--- src/rtl/seg_execute_alu_control.sv ---
// Execute-stage ALU control decoder: ALUOp/funct/opcode -> registered 4-bit ALU code.
// Optional build macro ALUCTL_BYPASS_EN adds i_bypass for a combinational (0-cycle) output path.
module seg_execute_alu_control #(
  parameter int NB_ALUCTL = 4,
  parameter int NB_FUNCT  = 6,
  parameter int NB_ALUOP  = 2,
  parameter int NB_CNT    = 8
) (
  input  logic                 i_clk,
  input  logic                 i_rst_n,
  input  logic                 i_valid,
  input  logic [NB_ALUOP-1:0]  i_ALUOp,
  input  logic [NB_FUNCT-1:0]  i_funct,
  input  logic [NB_FUNCT-1:0]  i_opcode,
  input  logic                 i_stall,
  input  logic                 i_flush,
`ifdef ALUCTL_BYPASS_EN
  input  logic                 i_bypass,
`endif
  output logic [NB_ALUCTL-1:0] o_ALUctl,
  output logic                 o_valid,
  output logic                 o_illegal,
  output logic [NB_CNT-1:0]    o_illegal_cnt
);

  localparam logic [NB_ALUCTL-1:0] CTL_AND  = NB_ALUCTL'(4'b0000);
  localparam logic [NB_ALUCTL-1:0] CTL_OR   = NB_ALUCTL'(4'b0001);
  localparam logic [NB_ALUCTL-1:0] CTL_ADD  = NB_ALUCTL'(4'b0010);
  localparam logic [NB_ALUCTL-1:0] CTL_XOR  = NB_ALUCTL'(4'b0011);
  localparam logic [NB_ALUCTL-1:0] CTL_SUB  = NB_ALUCTL'(4'b0110);
  localparam logic [NB_ALUCTL-1:0] CTL_SLT  = NB_ALUCTL'(4'b0111);
  localparam logic [NB_ALUCTL-1:0] CTL_SLTU = NB_ALUCTL'(4'b1000);
  localparam logic [NB_ALUCTL-1:0] CTL_NOR  = NB_ALUCTL'(4'b1100);
  localparam logic [NB_ALUCTL-1:0] CTL_LUI  = NB_ALUCTL'(4'b1101);

  logic [NB_ALUCTL-1:0] dec_ctl;
  logic                 dec_illegal;

  logic [NB_ALUCTL-1:0] ctl_q, ctl_d;
  logic                 valid_q, valid_d;
  logic                 illegal_q, illegal_d;
  logic [NB_CNT-1:0]    cnt_q, cnt_d;

  // Unsupported encodings fall back to ADD so the ALU still sees a harmless code.
  always_comb begin
    dec_ctl     = CTL_ADD;
    dec_illegal = 1'b0;
    case (i_ALUOp)
      2'b00: dec_ctl = CTL_ADD;
      2'b01: dec_ctl = CTL_SUB;
      2'b10: begin
        case (i_funct)
          6'b100000, 6'b100001: dec_ctl = CTL_ADD;
          6'b100010, 6'b100011: dec_ctl = CTL_SUB;
          6'b100100:            dec_ctl = CTL_AND;
          6'b100101:            dec_ctl = CTL_OR;
          6'b100110:            dec_ctl = CTL_XOR;
          6'b100111:            dec_ctl = CTL_NOR;
          6'b101010:            dec_ctl = CTL_SLT;
          6'b101011:            dec_ctl = CTL_SLTU;
          default:              dec_illegal = 1'b1;
        endcase
      end
      default: begin
        case (i_opcode)
          6'b001000, 6'b001001: dec_ctl = CTL_ADD;
          6'b001100:            dec_ctl = CTL_AND;
          6'b001101:            dec_ctl = CTL_OR;
          6'b001110:            dec_ctl = CTL_XOR;
          6'b001010:            dec_ctl = CTL_SLT;
          6'b001011:            dec_ctl = CTL_SLTU;
          6'b001111:            dec_ctl = CTL_LUI;
          default:              dec_illegal = 1'b1;
        endcase
      end
    endcase
  end

  // Flush beats stall; the counter survives flush and only moves on a real load.
  always_comb begin
    ctl_d     = ctl_q;
    valid_d   = valid_q;
    illegal_d = illegal_q;
    cnt_d     = cnt_q;
    if (i_flush) begin
      ctl_d     = CTL_ADD;
      valid_d   = 1'b0;
      illegal_d = 1'b0;
    end else if (!i_stall) begin
      ctl_d     = dec_ctl;
      valid_d   = i_valid;
      illegal_d = dec_illegal & i_valid;
      if (dec_illegal && i_valid && (cnt_q != {NB_CNT{1'b1}}))
        cnt_d = cnt_q + 1'b1;
    end
  end

  always_ff @(posedge i_clk or negedge i_rst_n) begin
    if (!i_rst_n) begin
      ctl_q     <= CTL_ADD;
      valid_q   <= 1'b0;
      illegal_q <= 1'b0;
      cnt_q     <= '0;
    end else begin
      ctl_q     <= ctl_d;
      valid_q   <= valid_d;
      illegal_q <= illegal_d;
      cnt_q     <= cnt_d;
    end
  end

`ifdef ALUCTL_BYPASS_EN
  assign o_ALUctl  = i_bypass ? dec_ctl : ctl_q;
  assign o_valid   = i_bypass ? i_valid : valid_q;
  assign o_illegal = i_bypass ? (dec_illegal & i_valid) : illegal_q;
`else
  assign o_ALUctl  = ctl_q;
  assign o_valid   = valid_q;
  assign o_illegal = illegal_q;
`endif
  assign o_illegal_cnt = cnt_q;

endmodule

--- config.mk ---
export PLATFORM = sky130hd
export DESIGN_NAME = seg_execute_alu_control
export DESIGN_NICKNAME = d
export VERILOG_FILES = /design/src/rtl/seg_execute_alu_control.sv
export SDC_FILE = /design/constraint.sdc
export NUM_CORES = 1
export LEC_CHECK = 0
export CELL_PAD_IN_SITES_DETAIL_PLACEMENT = 1
export CELL_PAD_IN_SITES_GLOBAL_PLACEMENT = 2
export CORE_MARGIN = 1.5
export CORE_UTILIZATION = 26
export CTS_CLUSTER_SIZE = 14
export DETAILED_ROUTE_END_ITERATION = 10
export PLACE_DENSITY_LB_ADDON = 0.3
export SETUP_SLACK_MARGIN = 0.2
export SKIP_CTS_REPAIR_TIMING = 1
export SLEW_MARGIN = 25
export SYNTH_ARGS = -nofsm -noshare
export SYNTH_HDL_FRONTEND = slang
export SYNTH_SLANG_ARGS = --single-unit
--- constraint.sdc ---
create_clock -name i_clk -period 3.52 [get_ports i_clk]
set_input_delay 1.056 -clock i_clk [delete_from_list [all_inputs] [get_ports i_clk]]
set_output_delay 1.056 -clock i_clk [all_outputs]
set_load 0.01 [all_outputs]
Word-level counts from Yosys, hierarchy flattened

Index checks and enable logic that the tools add are counted.

Flip-flop bits (word level): 14
Input port bits: 19
Output and inout port bits: 14
Logic and storage cells: 50

Add/subtract/negate cells: 1
Equality and inequality tests: 22
Muxes and demuxes: 12
Bitwise logic cells: 3
Reduce and logical (&&, ||, !) cells: 8

Operators by type and width:

| operator                                                                | number |
|---|---|
| 6-bit == test, second input constant                                    | 10 |
| 6-bit by 4-bit == test with 1-bit output, second input constant         | 8 |
| 4-bit case mux with 7 select lines                                      | 1 |
| 4-bit case mux with 6 select lines                                      | 1 |
| 4-bit case mux with 3 select lines                                      | 1 |
| 10-bit OR reduction                                                     | 1 |
| 8-bit by 1-bit adder with 8-bit output, second input constant           | 1 |
| 4-bit 2-to-1 mux                                                        | 2 |
| 8-bit inequality test, second input constant                            | 1 |
| 8-bit OR reduction                                                      | 1 |
| 1-bit 2-to-1 mux                                                        | 6 |
| 2-bit OR reduction                                                      | 2 |
| 3-bit AND reduction                                                     | 1 |
| 2-bit by 1-bit == test with 1-bit output, second input constant         | 1 |
| 2-bit == test, second input constant                                    | 1 |
| 1-bit logical AND                                                       | 2 |
| 2-bit logical NOT                                                       | 1 |
| 2-bit by 1-bit inequality test with 1-bit output, second input constant | 1 |
| 1-bit NOT                                                               | 2 |
| 1-bit case mux with 2 select lines                                      | 1 |
| 1-bit bitwise AND                                                       | 1 |

Logic depth before layout (Yosys ltp)

Gate-level depths: netlist of run 1.

Depth in word-level cells: 7
Mapped depth: 5
Gate-level depth less buffers: 5

Worst setup path after synthesis of run 1

No wires, ideal clock.

Path type: in2reg
Start point: in i_stall
End point: reg cnt_q[7], in the netlist o_illegal_cnt[7]
Library setup time: 0.125 ns
Data arrival time: 2.243 ns
Data required time: 3.395 ns
Setup slack: 1.152 ns
Stages: 5
Path buffers: 1
Cells stage by stage: buf_6 > nand4bb_1 > a211o_2 > nor3_1 > mux2_2

Word-level cells in the longest chain between the ends: 2

RTL lines:

| item                                 | line | source |
|---|---|---|
| from (decl)                          | 15   | `input logic i_stall,` |
| 1-bit NOT (no source line)           | n/a  |  |
| 3-bit AND reduction (no source line) | n/a  |  |
| to (signal assigned)                 | 108  | `cnt_q <= cnt_d;` |
| to (decl)                            | 42   | `logic [NB_CNT-1:0] cnt_q, cnt_d;` |

No other way between the ends.
A chain may end at the register's enable or synchronous reset.

Worst setup path in the final report of run 1

Ends and elaborated chain as after synthesis.

==> out/metrics.csv, run 1 <==
stage;metric;value;unit
global_routing;vias in the first global route;831;
synth;post-synthesis mux area share;11.73;%
drt;number of DRC markers in iteration 0;20;
synth;Netlist Area Pre-Place;832.0;um^2
power;Pwr Density;382.4;nW/um^2
power;total net switching power;142.6;uW
cts;H-tree depth;1;
placed_design;placed insts;162;
power;part of the power in registers;44.6;%
global_routing;GRT overflow;0;
drt;via/cell ratio;4.765;
timing;Final Hold Vio Count;0;
cells_and_area;nets@finish;143;
synth;Area contributors post-synth;dfrtp_1 39%, mux2_2 8.1%, xor2_1 5.3%;
synth;synth warn;0;
setup_path;Worst Path Max Fanout;9;
synth;post-synthesis cell count;86;
timing;RSZ-0062 raised after global routing;false;
cts;CTS clk-pin slew, worst paths;0.09;ns
synth;leading area contributor after synthesis;dfrtp_1;
cts;# clock sinks;14;
setup_path;Worst Path Required;3.69;ns
cells_and_area;Register Area;351.6;um^2
synth;post-synthesis adder-cell area fraction;1.504;%
cells_and_area;fill count;365;
synth;Post-Syn Nets;106;
drt;Detailed Routing Iterations Pass 1;4;
timing;worst hold slack;0.5303;ns
run_status;outcome;finished clean;
setup_path;startpoint types;primary input;
timing;Slew Limit Fails;0;
drt;WL met2;968;um
global_routing;largest net degree at the start of global routing;15;
synth;Syn Area/Cell;9.675;um^2
global_routing;initial antenna violation count;0;
setup_path;kind of end point of the critical path;flip-flop;
global_routing;first-pass GRT wire length;3726;um
power;internal power;331.6;uW
synth;synth unique cells;32;
timing;actual slew at the worst max-slew pin;0.6292;ns
drt;DRT Wirelength;2138;um
timing;max_slew headroom;57.92;%
synth;xor and xnor area share after synthesis;6.316;%
cells_and_area;commonest non-fill, non-tap cells in the layout;32 x clkdlybuf4s50_1, 13 x dfrtp_1, 9 x nand2_1;
setup_path;Crit Path Class;in -> reg;
drt;routed length on met3;115;um
drt;highest routed layer;met4;
cells_and_area;area grow syn2layout;49.02;%
power;clock network fraction of total power;24.7;%
timing;Setup TNS;0;ns
min_path;Hold/Removal Path Class;reg -> reg;
placed_design;dpl hpwl;1731;um
setup_path;reg2reg start;o_illegal_cnt[3]$_DFFE_PN0P_;
synth;top-area cell type share of the netlist area;39.10;%
setup_path;CP Launch Point;i_stall;
cts;worst skew pair latency;0.28;ns
placed_design;Port Buffers;32;
timing;Final min period;2.717;ns
timing;Max Freq;368.1;MHz
drt;DRC;0;
timing;Clock Skews;0.005518;ns
floorplan;die width;59.57;um
floorplan;Die Span Y;59.57;um
synth;simple-gate area share of the yosys netlist;24.81;%
global_routing;GRT Util Overall;13.65;%
cells_and_area;n_diodes;0;
cts;root buffer cell;clkbuf_4;
placed_design;GP Congestion;0.7545;
cells_and_area;share of layout cells above drive strength 1;12.30;%
drt;WL/cell;12.88;um
timing;Tcrit/Tclk final;77.18;%
synth;main combinational cell family by area after synthesis;simple AND/OR/NAND/NOR gates;
floorplan;DIE AREA;3549;um^2
power;leakage power;0.0005014;uW
floorplan;# IOs;33;
synth;Synth Area in Compound Gates;10.68;%
cells_and_area;commonest non-fill, non-tap cell in the layout;clkdlybuf4s50_1;
timing;final setup violation count;0;
drt;Detail Route Antenna Nets;0;
power;sw frac;30.07;%
floorplan;Initial Util;27.25;%
cts;CTS Buffer Depth;2;
power;Max IR drop VDD;242.4;uV
min_path;Hold Startpoint;o_illegal_cnt[5]$_DFFE_PN0P_;
synth;Synth Register Bits;14;
synth;sequential area share after synthesis;42.26;%
job;max-cap viol count;0;
drt;total vias in the final route;791;
power;Combinational Power Share;30.8;%
setup_path;WP data arrival;2.89;ns
cts;CTS Buf Count;3;
cells_and_area;area of the multi-input gates;457.9;um^2
floorplan;Cell Rows;20;
cts;CTS tree;built;
floorplan;Core Area;3053;um^2
drt;M1 wire length;1040;um
cells_and_area;fin cells;166;
==> critical path, cell delays in order <==
cell and delay [ns]:
clkdlybuf4s50_1 0.57, nand4bb_1 0.27, a211o_2 0.39, nor3_1 0.23, mux2_2 0.36
==> per-layer routing <==
metal	track usage, %	vias to the layer above
met3	3.057	2
li1	-	384
met5	0	-
met2	20.57	19
met4	3.810	0
met1	19.59	386
==> synth_stat cells (all sizes together) <==
library cell,count
dfrtp,13
nand2,9
nor2,8
mux2,6
a21oi,5
nor3,5
xor2,5
inv,3
mux2i,3
nand4,3
a22oi,2
nand3,2
nor3b,2
o21ai,2
a211o,1
a21boi,1
a31oi,1
and2b,1
and3,1
and4b,1
buf,1
dfstp,1
ha,1
nand2b,1
nand3b,1
nand4bb,1
nor2b,1
nor4,1
o22a,1
o22ai,1
or2,1
xnor2,1
==> registers in the layout, summed over array words and instances (netlist names) <==
register,flops
o_ALUctl,4
o_illegal,1
o_illegal_cnt,8
o_valid,1
==> final timing paths <==
check	to	slack (ns)	cells past startpoint
max	o_illegal_cnt[7]$_DFFE_PN0P_	0.80	5
min	o_illegal_cnt[5]$_DFFE_PN0P_	0.53	1
max reg2reg	o_illegal_cnt[1]$_DFFE_PN0P_	1.88	5
min reg2reg	o_illegal_cnt[5]$_DFFE_PN0P_	0.53	1
max in group asynchronous	o_illegal$_DFFE_PN0P_	1.95	1
min in group asynchronous	o_illegal_cnt[5]$_DFFE_PN0P_	1.16	1
==> power by group through the flow <==
| stage | logic [uW] | clock network [uW] | registers (uW) |
|---|---|---|---|
| finish | 146 | 117 | 211 |
| global route | 161 | 129 | 218 |
| CTS | 148 | 122 | 212 |
| detailed placement | 147 | 0 | 215 |
| global placement | 143 | 0 | 212 |
| floorplan | 50.8 | 0 | 220 |
==> stage by stage <==
step                      setup slack (ns)  area, um^2  total power, uW  utilization (%)
after floorplan                      1.152       832.0            270.7                -
after global placement              0.5591        1204            355.4            39.43
after detailed placement            0.4948        1204            361.8            39.43
after CTS                           0.8097        1240            482.4            40.61
after global routing                0.6972        1240            507.2            40.61
final                               0.8034        1240            474.2            40.61
==> layout make-up <==
type	count	area share, %
multi-input cells	68	36.93
flip-flops and latches	14	28.36
well taps	44	4.440
inverters	3	0.9082
clock buffers	4	2.926
repair buffers	33	26.44
==> cell families (layout without fill, tap and decap cells) <==
kind of cell / after synthesis / count (layout)
AOI/OAI and AO/OA: 14 / 14
xor gates and xnor gates: 6 / 6
adders and majority gates: 1 / 1
buffers and inverters: 4 / 40
DFF: 14 / 14
muxes: 9 / 9
and+or+nand+nor: 38 / 38
No activity file was read; power rests on OpenSTA's default activity.
==> inputs of run 2 (changes only) <==
CORE_UTILIZATION = 22   (was 26)
clock period = 2.2 ns   (was 3.52 ns; I/O delays follow)
==> out/metrics.csv, run 2 (same netlist as run 1, synthesis figures left out) <==
stage;metric;value;unit;change
cts;root buffer cell;clkbuf_8;;
cts;CTS tree;built;;
global_routing;GRT overflow;0;;unchanged
drt;WL/cell;14.81;um;+15%
job;max-cap viol count;0;;unchanged
floorplan;# IOs;33;;unchanged
placed_design;GP Congestion;0.8607;;+14%
power;leakage power;0.0007352;uW;+47%
power;total power;863.6;uW;+82%
drt;via/cell ratio;4.676;;-1.9%
drt;total vias in the final route;851;;+7.6%
global_routing;first-pass GRT wire length;4250;um;+14%
setup_path;Worst Path Required;1.54;ns;-2.15 ns
timing;max_slew headroom;67.30;%;+9.4 points
cts;# clock sinks;14;;unchanged
setup_path;Critical Path Max Stage Delay;0.53;ns;-0.04 ns
setup_path;Worst Path Max Fanout;2;;-7
timing;Setup TNS;0;ns;unchanged
cts;H-tree depth;1;;unchanged
setup_path;WP data arrival;1.30;ns;-1.59 ns
drt;Detailed Routing Iterations Pass 1;4;;unchanged
timing;Tcrit/Tclk final;89.19;%;
setup_path;Crit Path Class;reg -> out;;
drt;DRT Wirelength;2696;um;+26%
power;Pwr Density;586.9;nW/um^2;+53%
cells_and_area;Largest register FFs;8;;unchanged
setup_path;CP top delay family;flip-flops;;
global_routing;GRT Util Overall;12.87;%;-0.78 points
cells_and_area;share of layout cells above drive strength 1;25.37;%;+13 points
setup_path;CP Cell Sequence;clkdlybuf4s50_1;;
cts;CTS clk-pin slew, worst paths;0.06;ns;-0.03 ns
cells_and_area;n_diodes;0;;unchanged
power;Max IR drop VDD;404.7;uV;+67%
cells_and_area;commonest non-fill, non-tap cells in the layout;19 x clkdlybuf4s50_1, 13 x dlymetal6s2s_1, 13 x dfrtp_1, 13 x buf_4, 9 x nand2_1;;
timing;setup ws final;0.2378;ns;-0.5657 ns
global_routing;initial antenna violation count;0;;unchanged
drt;DRC;0;;unchanged
floorplan;Core Area;3633;um^2;+19%
timing;Final min period;1.962;ns;
timing;Final Hold Vio Count;0;;unchanged
placed_design;dpl hpwl;1943;um;+12%
min_path;Hold/Removal Path Class;reg -> reg;;
floorplan;die width;64.50;um;+8.3%
cells_and_area;commonest non-fill, non-tap cell in the layout;clkdlybuf4s50_1;;
cells_and_area;nets@finish;155;;+8.4%
cells_and_area;area grow syn2layout;76.84;%;
setup_path;Crit path buffers/inverters;1;;unchanged
placed_design;dpl cell area;1299;um^2;+7.9%
floorplan;Die Span Y;64.50;um;+8.3%
floorplan;Cell Rows;22;;+10%
timing;RSZ-0062 raised after global routing;false;;
timing;actual slew at the worst max-slew pin;0.4887;ns;-0.1405 ns
setup_path;CP max-delay cell;dfstp_2;;
floorplan;Initial Util;22.90;%;-4.4 points
cts;CTS Buf Count;3;;unchanged
placed_design;DP Worst Slack;-0.2324;ns;-0.7272 ns
cells_and_area;post-route cell area;1471;um^2;+19%
cells_and_area;Finished Core Util;40.50;%;-0.12 points
run_status;outcome;finished clean;;
timing;final setup violation count;0;;unchanged
timing;Max Freq;509.6;MHz;
placed_design;Port Buffers;32;;unchanged
global_routing;vias in the first global route;946;;+14%
drt;number of DRC markers in iteration 0;24;;+20%
global_routing;largest net degree at the start of global routing;15;;unchanged
timing;Slew Limit Fails;0;;unchanged
setup_path;startpoint types;flip-flop;;
cts;worst skew pair latency;0.25;ns;-0.03 ns
floorplan;DIE AREA;4160;um^2;+17%
setup_path;kind of end point of the critical path;output pin;;
timing;Clock Skews;0.0009816;ns;-0.004537 ns
drt;Detail Route Antenna Nets;0;;unchanged
cts;CTS Buffer Depth;2;;unchanged
setup_path;reg-to-reg slack, setup;0.38;ns;-1.50 ns
[run 2: through the flow]
stage	hold slack, ns	std cells
after CTS	0.5394	182
final	0.5326	182
after global placement	0.5136	178
after floorplan	0.3644	86
after detailed placement	0.5282	178
after global routing	0.5665	182
[run 2: per-layer routing]
metal  track usage, %  up-vias  part of all wire (%)
li1                 -      406                     -
met1            14.98      412                    41
met2            22.01       31                    51
met3            2.951        2                   6.0
met4            6.649        0                   1.5
met5                0        -                     0
[run 2: cell type report]
cell class	count	area (um^2)
Fill cell	410	2162
Multi-Input combinational cell	68	543.0
Timing Repair Buffer	45	450.4
Sequential cell	14	351.6
Tap cell	48	60.06
Clock buffer	4	55.05
Inverter	3	11.26
[run 2: report_power, final]
group          switching (uW)  internal (uW)
registers                50.1            293
logic                     113            149
clock network            99.1            159
[run 2: final timing paths]
kind                            cells after the start                            to                         start
min in group asynchronous                           2  o_illegal_cnt[7]$_DFFE_PN0P_                       i_rst_n
max in group asynchronous                           2       o_ALUctl[1]$_DFFE_PN1P_                       i_rst_n
worst max-delay path                                1                   o_ALUctl[1]       o_ALUctl[1]$_DFFE_PN1P_
worst max register to register                      5  o_illegal_cnt[1]$_DFFE_PN0P_  o_illegal_cnt[3]$_DFFE_PN0P_
worst min-delay path                                1  o_illegal_cnt[5]$_DFFE_PN0P_  o_illegal_cnt[5]$_DFFE_PN0P_
worst min register to register                      1  o_illegal_cnt[5]$_DFFE_PN0P_  o_illegal_cnt[5]$_DFFE_PN0P_
